<file path="src/rtl/button_pkg.sv">
// button_pkg: shared types for the button event block.
// Holds the FSM state encoding and the press counter width.
package button_pkg;

    typedef enum logic [1:0] {
        WAIT_REL = 2'd0,
        IDLE     = 2'd1,
        HELD     = 2'd2,
        LONG     = 2'd3
    } btn_state_t;

    localparam int PRESS_CNT_W = 8;

endpackage

</file>
<file path="src/rtl/button_events.sv">
// button_events: turns a debounced button level into single-cycle
// press / release / long-press / auto-repeat events, plus a held
// level and a wrapping 8-bit press counter. All outputs registered.
// Optional feature: define BUTTON_REPEAT_EN to enable auto-repeat;
// otherwise repeat_pulse is tied to 0.
// Ports:
//   clk            system clock, rising edge
//   reset          asynchronous active-low reset
//   clean          debounced level, 1 = pressed
//   press          pulse on accepted press
//   release_pulse  pulse on release of an accepted press
//   long_press     pulse when the hold reaches LONG_CYCLES
//   repeat_pulse   periodic pulse after long_press
//   held           1 while the press is held (HELD or LONG)
//   press_cnt      count of accepted presses, wraps
// ("release" and "repeat" are reserved words, hence the _pulse names.)
module button_events
    import button_pkg::*;
#(
    parameter int unsigned LONG_CYCLES   = 50_000_000,
    parameter int unsigned REPEAT_CYCLES = 10_000_000,
    parameter int unsigned CNT_BITS      = 26
) (
    input  logic                   clk,
    input  logic                   reset,
    input  logic                   clean,
    output logic                   press,
    output logic                   release_pulse,
    output logic                   long_press,
    output logic                   repeat_pulse,
    output logic                   held,
    output logic [PRESS_CNT_W-1:0] press_cnt
);

    localparam logic [CNT_BITS-1:0] LONG_LAST =
        CNT_BITS'(LONG_CYCLES - 1);

    btn_state_t             state_q, state_d;
    logic [CNT_BITS-1:0]    cnt_q, cnt_d;
    logic                   press_q, press_d;
    logic                   release_q, release_d;
    logic                   long_q, long_d;
    logic                   held_q, held_d;
    logic [PRESS_CNT_W-1:0] press_cnt_q, press_cnt_d;

`ifdef BUTTON_REPEAT_EN
    localparam logic [CNT_BITS-1:0] REP_LAST =
        CNT_BITS'(REPEAT_CYCLES - 1);

    logic repeat_q, repeat_d;
`endif

    always_comb begin
        state_d     = state_q;
        cnt_d       = cnt_q;
        press_d     = 1'b0;
        release_d   = 1'b0;
        long_d      = 1'b0;
        press_cnt_d = press_cnt_q;
`ifdef BUTTON_REPEAT_EN
        repeat_d    = 1'b0;
`endif
        unique case (state_q)
            // A button already down at reset must be let go first.
            WAIT_REL: begin
                cnt_d = '0;
                if (!clean) begin
                    state_d = IDLE;
                end
            end
            IDLE: begin
                cnt_d = '0;
                if (clean) begin
                    state_d     = HELD;
                    press_d     = 1'b1;
                    press_cnt_d = press_cnt_q + 1'b1;
                end
            end
            // Release is tested first so it wins over long_press.
            HELD: begin
                if (!clean) begin
                    state_d   = IDLE;
                    release_d = 1'b1;
                    cnt_d     = '0;
                end else if (cnt_q == LONG_LAST) begin
                    state_d = LONG;
                    long_d  = 1'b1;
                    cnt_d   = '0;
                end else begin
                    cnt_d = cnt_q + 1'b1;
                end
            end
            LONG: begin
                if (!clean) begin
                    state_d   = IDLE;
                    release_d = 1'b1;
                    cnt_d     = '0;
                end else begin
`ifdef BUTTON_REPEAT_EN
                    if (cnt_q == REP_LAST) begin
                        repeat_d = 1'b1;
                        cnt_d    = '0;
                    end else begin
                        cnt_d = cnt_q + 1'b1;
                    end
`else
                    cnt_d = '0;
`endif
                end
            end
            default: begin
                state_d = WAIT_REL;
                cnt_d   = '0;
            end
        endcase
        held_d = (state_d == HELD) || (state_d == LONG);
    end

    always_ff @(posedge clk or negedge reset) begin
        if (!reset) begin
            state_q     <= WAIT_REL;
            cnt_q       <= '0;
            press_q     <= 1'b0;
            release_q   <= 1'b0;
            long_q      <= 1'b0;
            held_q      <= 1'b0;
            press_cnt_q <= '0;
        end else begin
            state_q     <= state_d;
            cnt_q       <= cnt_d;
            press_q     <= press_d;
            release_q   <= release_d;
            long_q      <= long_d;
            held_q      <= held_d;
            press_cnt_q <= press_cnt_d;
        end
    end

`ifdef BUTTON_REPEAT_EN
    always_ff @(posedge clk or negedge reset) begin
        if (!reset) begin
            repeat_q <= 1'b0;
        end else begin
            repeat_q <= repeat_d;
        end
    end

    assign repeat_pulse = repeat_q;
`else
    assign repeat_pulse = 1'b0;
`endif

    assign press         = press_q;
    assign release_pulse = release_q;
    assign long_press    = long_q;
    assign held          = held_q;
    assign press_cnt     = press_cnt_q;

endmodule

</file>
<file path="config.mk">
export PLATFORM = sky130hd
export DESIGN_NAME = button_events
export DESIGN_NICKNAME = d
export VERILOG_FILES = /design/src/rtl/button_pkg.sv /design/src/rtl/button_events.sv
export SDC_FILE = /design/constraint.sdc
export NUM_CORES = 1
export LEC_CHECK = 0
export ABC_AREA = 1
export CAP_MARGIN = 10
export CORE_MARGIN = 2
export CORE_UTILIZATION = 60
export CTS_CLUSTER_DIAMETER = 30
export DETAILED_ROUTE_END_ITERATION = 7
export PLACE_DENSITY = 0.82
export SETUP_SLACK_MARGIN = 0.4
export SYNTH_ARGS = -nofsm -noshare
export SYNTH_HDL_FRONTEND = slang
export SYNTH_SLANG_ARGS = --single-unit
</file>
<file path="constraint.sdc">
create_clock -name clk -period 3 [get_ports clk]
set_clock_uncertainty 0.05 [all_clocks]
set_input_delay 0.3 -clock clk [delete_from_list [all_inputs] [get_ports clk]]
set_output_delay 0.3 -clock clk [all_outputs]
set_load 0.005 [all_outputs]
</file>
# After elaboration in Yosys (flattened, before gate mapping)
# Cells that the tools add are included.
# word_totals
register_bits,40
inputBits,3
output_inout_bits,13
word_cells,36
# op_classes
addsub,2
eq_ne,6
mux,15
reduce_logical,6
# op_table
operator,count
two-way mux 26 bit,2
case mux 26 bit (2 select lines),1
adder 26 x 1 -> 26 bit (second input constant),1
== test 26 bit (second input constant),1
adder 8 x 1 -> 8 bit (second input constant),1
== test 2 bit (second input constant),4
two-way mux 2 bit,4
two-way mux 1 bit,7
case mux 2 bit (3 select lines),1
OR reduction 2 bit,2
OR reduction 3 bit,1
== test 2 x 1 -> 1 bit (second input constant),1
zero test 2 bit,1
AND reduction 2 bit,1
logical OR 1 bit,1

# Depth between registers and ports, before layout
# Gate-level depths: netlist of run 1.
# depth
ltp_word,6
ltp_mapped,9
ltp_nobuf,9

# Worst setup path after synthesis of run 1
# OpenSTA, ideal clock, no wires.
# synth_path
path_kind,register -> register
start,register held (netlist name)
end,"register press_cnt_q[6], in the netlist press_cnt[6]"
setup_time_ps,123
arrival_time_ps,1274
required_ps,2827
path_slack_ps,1553
stages_incl_launch_ff,7
path_buffers,0
period_less_slack_ps,1447
cell_sequence,dfrtp_1 -> inv_1 -> ha_1 -> nand2_1 -> nor3_1 -> nand3_1 -> xnor2_1
# synth_lines
element,line,source
"end signal, assigned",button_events.sv:135,press_cnt_q <= press_cnt_d;
"end, declared",button_events.sv:44,"logic [PRESS_CNT_W-1:0] press_cnt_q, press_cnt_d;"

# Worst setup path after layout of run 1
# layout_path
start,register cnt_q[0]
end,register cnt_q[22]
# layout_between
elab_chain_cells,4
word_cells_on_any_way,5
cone_classes,1 x add/sub; 1 x eq/ne; 3 x mux
# layout_lines
element,line,source
"start, declared",button_events.sv:39,"logic [CNT_BITS-1:0] cnt_q, cnt_d;"
"start signal, assigned",button_events.sv:130,cnt_q <= cnt_d;
adder 26 x 1 -> 26 bit / == test 26 bit (equally long branches),"button_events.sv:90, button_events.sv:85",
two-way mux 26 bit (*),button_events.sv:85,end else if (cnt_q == LONG_LAST) begin
two-way mux 26 bit (*),button_events.sv:81,if (!clean) begin
case mux 26 bit (2 select lines) (*),button_events.sv:63,unique case (state_q)
net cnt_d[22],button_events.sv:39,
# Mark *: on every way through the listed nets, which the timed path passes. The rest lies on a longest branch.
# A chain may end at the register's enable or synchronous reset.

==> reports/qor.yml, run 1 <==
period_share_pct: 58.2
final_area_um2: 2560
wl_per_cell_um: 12.7
rsz0062_at_grt: "false"
critPathMaxFanout: 10
r2r_start: "cnt_q[0]$_DFF_PN0_"
vias: 1943
critPathBufInv: 0
timing.fmax_mhz: 573
drive_gt1_share_pct: 8.90
cts_tree: "yes"
portBuffers: 14
slowest_stage: "a21oi_2"
tightestPinTransition_ps: 837
cts_resized: 0
globalplace.congestion: 0.868
syn_inst: 306
met1_usage_pct: 33.1
first_pass_iters: 4
synth-compound-area-share_pct: 2.02
clock_latency_ps: 300
grt-ovfl-total: 0
leakage_nw: 1.12
total_power_mw: 1.36
dp_slack_ps: 1130
cts_max_path_buffers: 2
cts_max_level: 2
worst_setup_path_end_kind: "flip-flop"
grt.busiest_layer: "met2"
diodes: 0
vias_per_cell: 5.20
grt_pass1_vias: 1860
worstPathArrival_ps: 1920
synth_area_leader_cell: "dfrtp_1"
tns_ps: 0
ys_seq_area_share_pct: 42.6
synth-simple-area-share_pct: 38.5
synth-adder-area-share_pct: 3.28
synthToLayoutAreaGrowth_pct: 12.0
required_ps: 3170
synth_top_family_by_area: "simple AND/OR/NAND/NOR gates"
synth_top_area_share_pct: 42.6
cts_made_buffers: 5
start_util_pct: 62.5
cts.sinks: 39
synth_xor_area_share_pct: 6.51
track_usage_pct: 26.1
setup_viol: 0
ant_nets: 0
cts-root-buf: "clkbuf_8"
synth_nets: 315
coreArea_um2: 3660
worst-r2r-cell-count: 6
max_stage_delay_ps: 440
fin_ws_ps: 1250
yosysUniqueCellTypes: 22
maxCapViolCount: 0
synth.avg_cell_area_um2: 7.48
ys_ff_latch: 39
status: "finished clean"
fin_util_pct: 70.0
ff_latch_area_um2: 976
fillers: 322
grt_pass1_wl_um: 8500
ios: 16
final-max-slew-violation-count: 0
rrSetupSlack_ps: 1250
postCtsHoldBufs: 0
fin_crit_ps: 1750
multiInputGateArea_um2: 1150
rows: 22
synth_area_um2: 2290
dieArea_um2: 4320
route.detailed.drc: 0
path_class: "flip-flop to flip-flop"
antenna_found_initial: 0
slew_headroom_pct: 44.2
grt_max_degree: 40
dieHeight_um: 65.8
die_width_um: 65.8
peakVddDrop_uv: 370
power.density_nw_per_um2: 531
clk_pin_slew_ps: 80
synth_area_leaders: "dfrtp_1 43%, nand2_1 13%, nor2_1 11%, inv_1 6.1%, xor2_1 3.4%"
hold_violations: 0
synth_warnings: 0
totalWireLength_um: 4770
met2_usage_pct: 44.7
dp_hpwl_um: 3560
hold_class: "input port to async pin"
place_area_um2: 2460
nNetsFinal: 334
drt_iter0_markers: 196
critical_path.cell_chain: "ha_1 > nand3_2 > nor2_2 > a21oi_2 > nand2_1 > nor2_1"
muxShareOfSynthArea_pct: 0
critPathTopFamily: "simple AND/OR/NAND/NOR gates"
grt_use_met3_pct: 5.31
cp-start-kind: "flip-flop"
cts_setup_buffers: 0
timing.rr.end: "cnt_q[22]$_DFF_PN0_"
==> cell usage in the layout (no fill, tap or decap), drive strengths merged <==
| master | synthesis | layout |
|---|---|---|
| nand2 | 87 | 87 |
| nor2 | 77 | 77 |
| dfrtp | 39 | 39 |
| inv | 37 | 37 |
| nor3 | 15 | 15 |
| clkdlybuf4s50 | 0 | 13 |
| xor2 | 9 | 9 |
| nand3 | 9 | 9 |
| nand4 | 8 | 8 |
| xnor2 | 8 | 8 |
| ha | 6 | 6 |
| clkbuf | 0 | 6 |
| a21oi | 6 | 6 |
| a31oi | 2 | 2 |
| conb | 1 | 1 |
| clkinv | 0 | 1 |
| clkinvlp | 0 | 1 |
| buf | 2 | 1 |
==> synthesized netlist by cell type (all sizes together) <==
library cell   n
dfrtp         39
inv           37
a31oi          2
nand2         87
a21oi          6
xnor2          8
ha             6
xor2           9
buf            2
nor2          77
nand3          9
nand4          8
conb           1
nor3          15
==> registers in the layout (all words and copies together), names as in the netlist <==
name and count:
press_cnt 8, held 1, press 1, cnt_q 26, release_pulse 1, state_q 1, long_press 1
==> through the flow <==
step / hold slack, ps / instances
after floorplan: -45.6 / 306
after global placement: 405 / 366
after detailed placement: 410 / 366
after CTS: 73.8 / 374
after global routing: 133 / 374
final: 47.7 / 374
==> power by group <==
part | total, mW | switching [mW] | internal (mW)
sequential | 0.649 | 0.0657 | 0.584
combinational | 0.331 | 0.173 | 0.158
clock | 0.381 | 0.193 | 0.188
==> layout make-up <==
type	count	area share, %
clock buffers	6	3.22
clock inverters	2	0.634
inverters	37	5.42
multi-input cells	228	45.0
flip-flops and latches	39	38.1
well taps	48	2.34
repair buffers	14	5.27
==> worst max-delay path by stage <==
| stage | from | end | slack [ps] | cells after the start |
|---|---|---|---|---|
| 2_1_floorplan | held$_DFF_PN0_ | press_cnt[6]$_DFFE_PN0P_ | 1550 | 6 |
| 3_5_place_dp | clean | press_cnt[5]$_DFFE_PN0P_ | 1130 | 6 |
| 4_1_cts | cnt_q[0]$_DFF_PN0_ | cnt_q[22]$_DFF_PN0_ | 1260 | 6 |
| 3_3_place_gp | clean | press_cnt[6]$_DFFE_PN0P_ | 1250 | 5 |
| 6_report | cnt_q[0]$_DFF_PN0_ | cnt_q[22]$_DFF_PN0_ | 1250 | 6 |
| 5_1_grt | cnt_q[0]$_DFF_PN0_ | cnt_q[22]$_DFF_PN0_ | 1140 | 6 |
==> routing by layer <==
layer  vias to the layer above  routed length (um)
met3                         7                 233
met2                        47                2420
li1                        977                   -
met1                       912                2050
met4                         0                  65
met5                         -                   0
==> cells by family after synthesis <==
kind of cell,count (synthesis)
compound gates,8
xor+xnor,17
fa+ha+maj,6
buf+inv,39
flops,39
other cells,1
simple gates,196
==> worst register-to-register path, stage by stage (launching register included) <==
cell and delay (ps):
dfrtp_1 420, ha_1 240, nand3_2 180, nor2_2 100
a21oi_2 440, nand2_1 130, nor2_1 120
(Power assumes the default switching activity.)
==> inputs of run 2 (changes only) <==
--- a/config.mk
+++ b/config.mk
@@ -8,10 +8,10 @@
 export ABC_AREA = 1
 export CAP_MARGIN = 10
 export CORE_MARGIN = 2
-export CORE_UTILIZATION = 60
+export CORE_UTILIZATION = 58
 export CTS_CLUSTER_DIAMETER = 30
 export DETAILED_ROUTE_END_ITERATION = 7
-export PLACE_DENSITY = 0.82
+export PLACE_DENSITY = 0.8
 export SETUP_SLACK_MARGIN = 0.4
 export SYNTH_ARGS = -nofsm -noshare
 export SYNTH_HDL_FRONTEND = slang
==> constraint.sdc (replaced) <==
create_clock -name clk -period 1.7 [get_ports clk]
set_clock_uncertainty 0.05 [all_clocks]
set_input_delay 0.17 -clock clk [delete_from_list [all_inputs] [get_ports clk]]
set_output_delay 0.17 -clock clk [all_outputs]
set_load 0.005 [all_outputs]
==> reports/qor.yml, run 2 (same netlist as run 1, synthesis figures left out) <==
globalplace.congestion: 0.897
wl_per_cell_um: 23.0
route.detailed.drc: 0
rows: 22
dp.cells: 368
track_usage_pct: 37.5
cts.sinks: 39
grt_pass1_vias: 2533
ios: 16
grt_pass1_wl_um: 12100
regMostFlops: "cnt_q"
final_area_um2: 3430
fin_ws_ps: -49.2
slew_headroom_pct: 56.3
clkPwrFrac_pct: 26.9
slowest_stage: "dfrtp_1"
mostFrequentLayoutCell: "nand2_1"
cts-root-buf: "clkbuf_8"
nNetsFinal: 387
diodes: 0
grt-ovfl-total: 0
switching_power_mw: 1.15
peakVddDrop_uv: 873
worst_setup_path_end_kind: "flip-flop"
clk_pin_slew_ps: 90
synthToLayoutAreaGrowth_pct: 49.9
critical_path.cell_chain: "inv_2 > ha_4 > nand2_4 > nor3_4 > buf_4 > xor2_1"
p_int_mw: 2.02
clock_latency_ps: 320
ant_nets: 0
hold_class: "input port to async pin"
swShare_pct: 36.2
critPathTopFamily: "flip-flops"
largest_reg_flops: 26
worst-r2r-cell-count: 6
final-max-slew-violation-count: 0
die_width_um: 66.8
final_cell_mix: "60 x nand2_1, 45 x nor2_1, 43 x buf_4"
cts_max_level: 2
p_seq_share_pct: 35.5
leakage_nw: 1.53
dieHeight_um: 66.8
worstPathArrival_ps: 1880
grt_max_degree: 28
power_frac_comb_pct: 37.6
hold_violations: 0
setup_viol: 1
maxCapViolCount: 0
portBuffers: 14
cts_tree: "yes"
cts_max_path_buffers: 2
critPathBufInv: 2
power.density_nw_per_um2: 923
fillers: 138
antenna_found_initial: 0
required_ps: 1830
status: "finished, violations left"
first_pass_iters: 6
holdWs_ps: 358
timing.fmax_mhz: 572
r2r_start: "held$_DFF_PN0_"
rrSetupSlack_ps: -50
dieArea_um2: 4460
drive_gt1_share_pct: 42.7
vias: 2698
max_stage_delay_ps: 450
violations: "setup timing"
fin_cells: 427
drt_iter0_markers: 383
coreArea_um2: 3720
start_util_pct: 61.6
place_area_um2: 2530
path_class: "flip-flop to flip-flop"
totalWireLength_um: 9830
critPathMaxFanout: 4
dp_slack_ps: 142
dp_hpwl_um: 3560
vias_per_cell: 6.32
path_depth: 6
cp-start-kind: "flip-flop"
period_share_pct: 103
cts_made_buffers: 5
total_power_mw: 3.17
tightestPinTransition_ps: 655
rsz0062_at_grt: "true"
fin_crit_ps: 1750
timing.rr.end: "press_cnt[3]$_DFFE_PN0P_"
## run 2: power groups by stage
stage / registers (mW) / logic [mW] / clock network (mW)
finish: 1.12 / 1.19 / 0.854
global route: 1.13 / 1.25 / 0.902
CTS: 1.11 / 0.925 / 0.816
detailed placement: 1.16 / 0.610 / 0
global placement: 1.15 / 0.591 / 0
floorplan: 1.15 / 0.348 / 0
## run 2: routing by layer
layer	share of wire, %	wire, um	global-route usage, %	up-vias
li1	-	-	-	1087
met1	34	3350	42.5	1246
met2	45	4390	63.1	276
met3	12	1220	9.80	89
met4	8.9	874	21.9	0
met5	0	0	0	-
## run 2: worst max path at each step
| stage | from | end | slack (ps) |
|---|---|---|---|
| final | held$_DFF_PN0_ | press_cnt[3]$_DFFE_PN0P_ | -50 |
| after global placement | clean | press_cnt[7]$_DFFE_PN0P_ | 180 |
| after global routing | held$_DFF_PN0_ | press_cnt[3]$_DFFE_PN0P_ | -200 |
| after CTS | cnt_q[0]$_DFF_PN0_ | cnt_q[20]$_DFF_PN0_ | 210 |
| after floorplan | held$_DFF_PN0_ | press_cnt[7]$_DFFE_PN0P_ | 370 |
| after detailed placement | clean | press_cnt[6]$_DFFE_PN0P_ | 140 |
## run 2: area by class of cell
cell class	instances	area, um^2	share of cell area (%)
clock buffer	6	82.6	2.41
clock inverter	2	35.0	1.02
inverter	37	141	4.12
multi-input combinational	229	1580	45.9
sequential	39	985	28.7
tap	48	60.1	1.75
timing repair buffer	66	552	16.1
## run 2: repair_timing
item,4_1_cts,5_1_grt
pin swaps,27,24
gates cloned,1,0
gates resized for setup,73,47
endpoints found under the hold margin,25,0
hold buffers,1,0
setup buffers,39,10
setup endpoints to repair,47,36
## run 2: metrics by stage
stage	utilization [%]	setup TNS, ps
6_report	92.3	-49.2
5_1_grt	92.3	-197
4_1_cts	85.3	0
3_5_place_dp	68.0	0
3_3_place_gp	68.0	0
2_1_floorplan	-	0
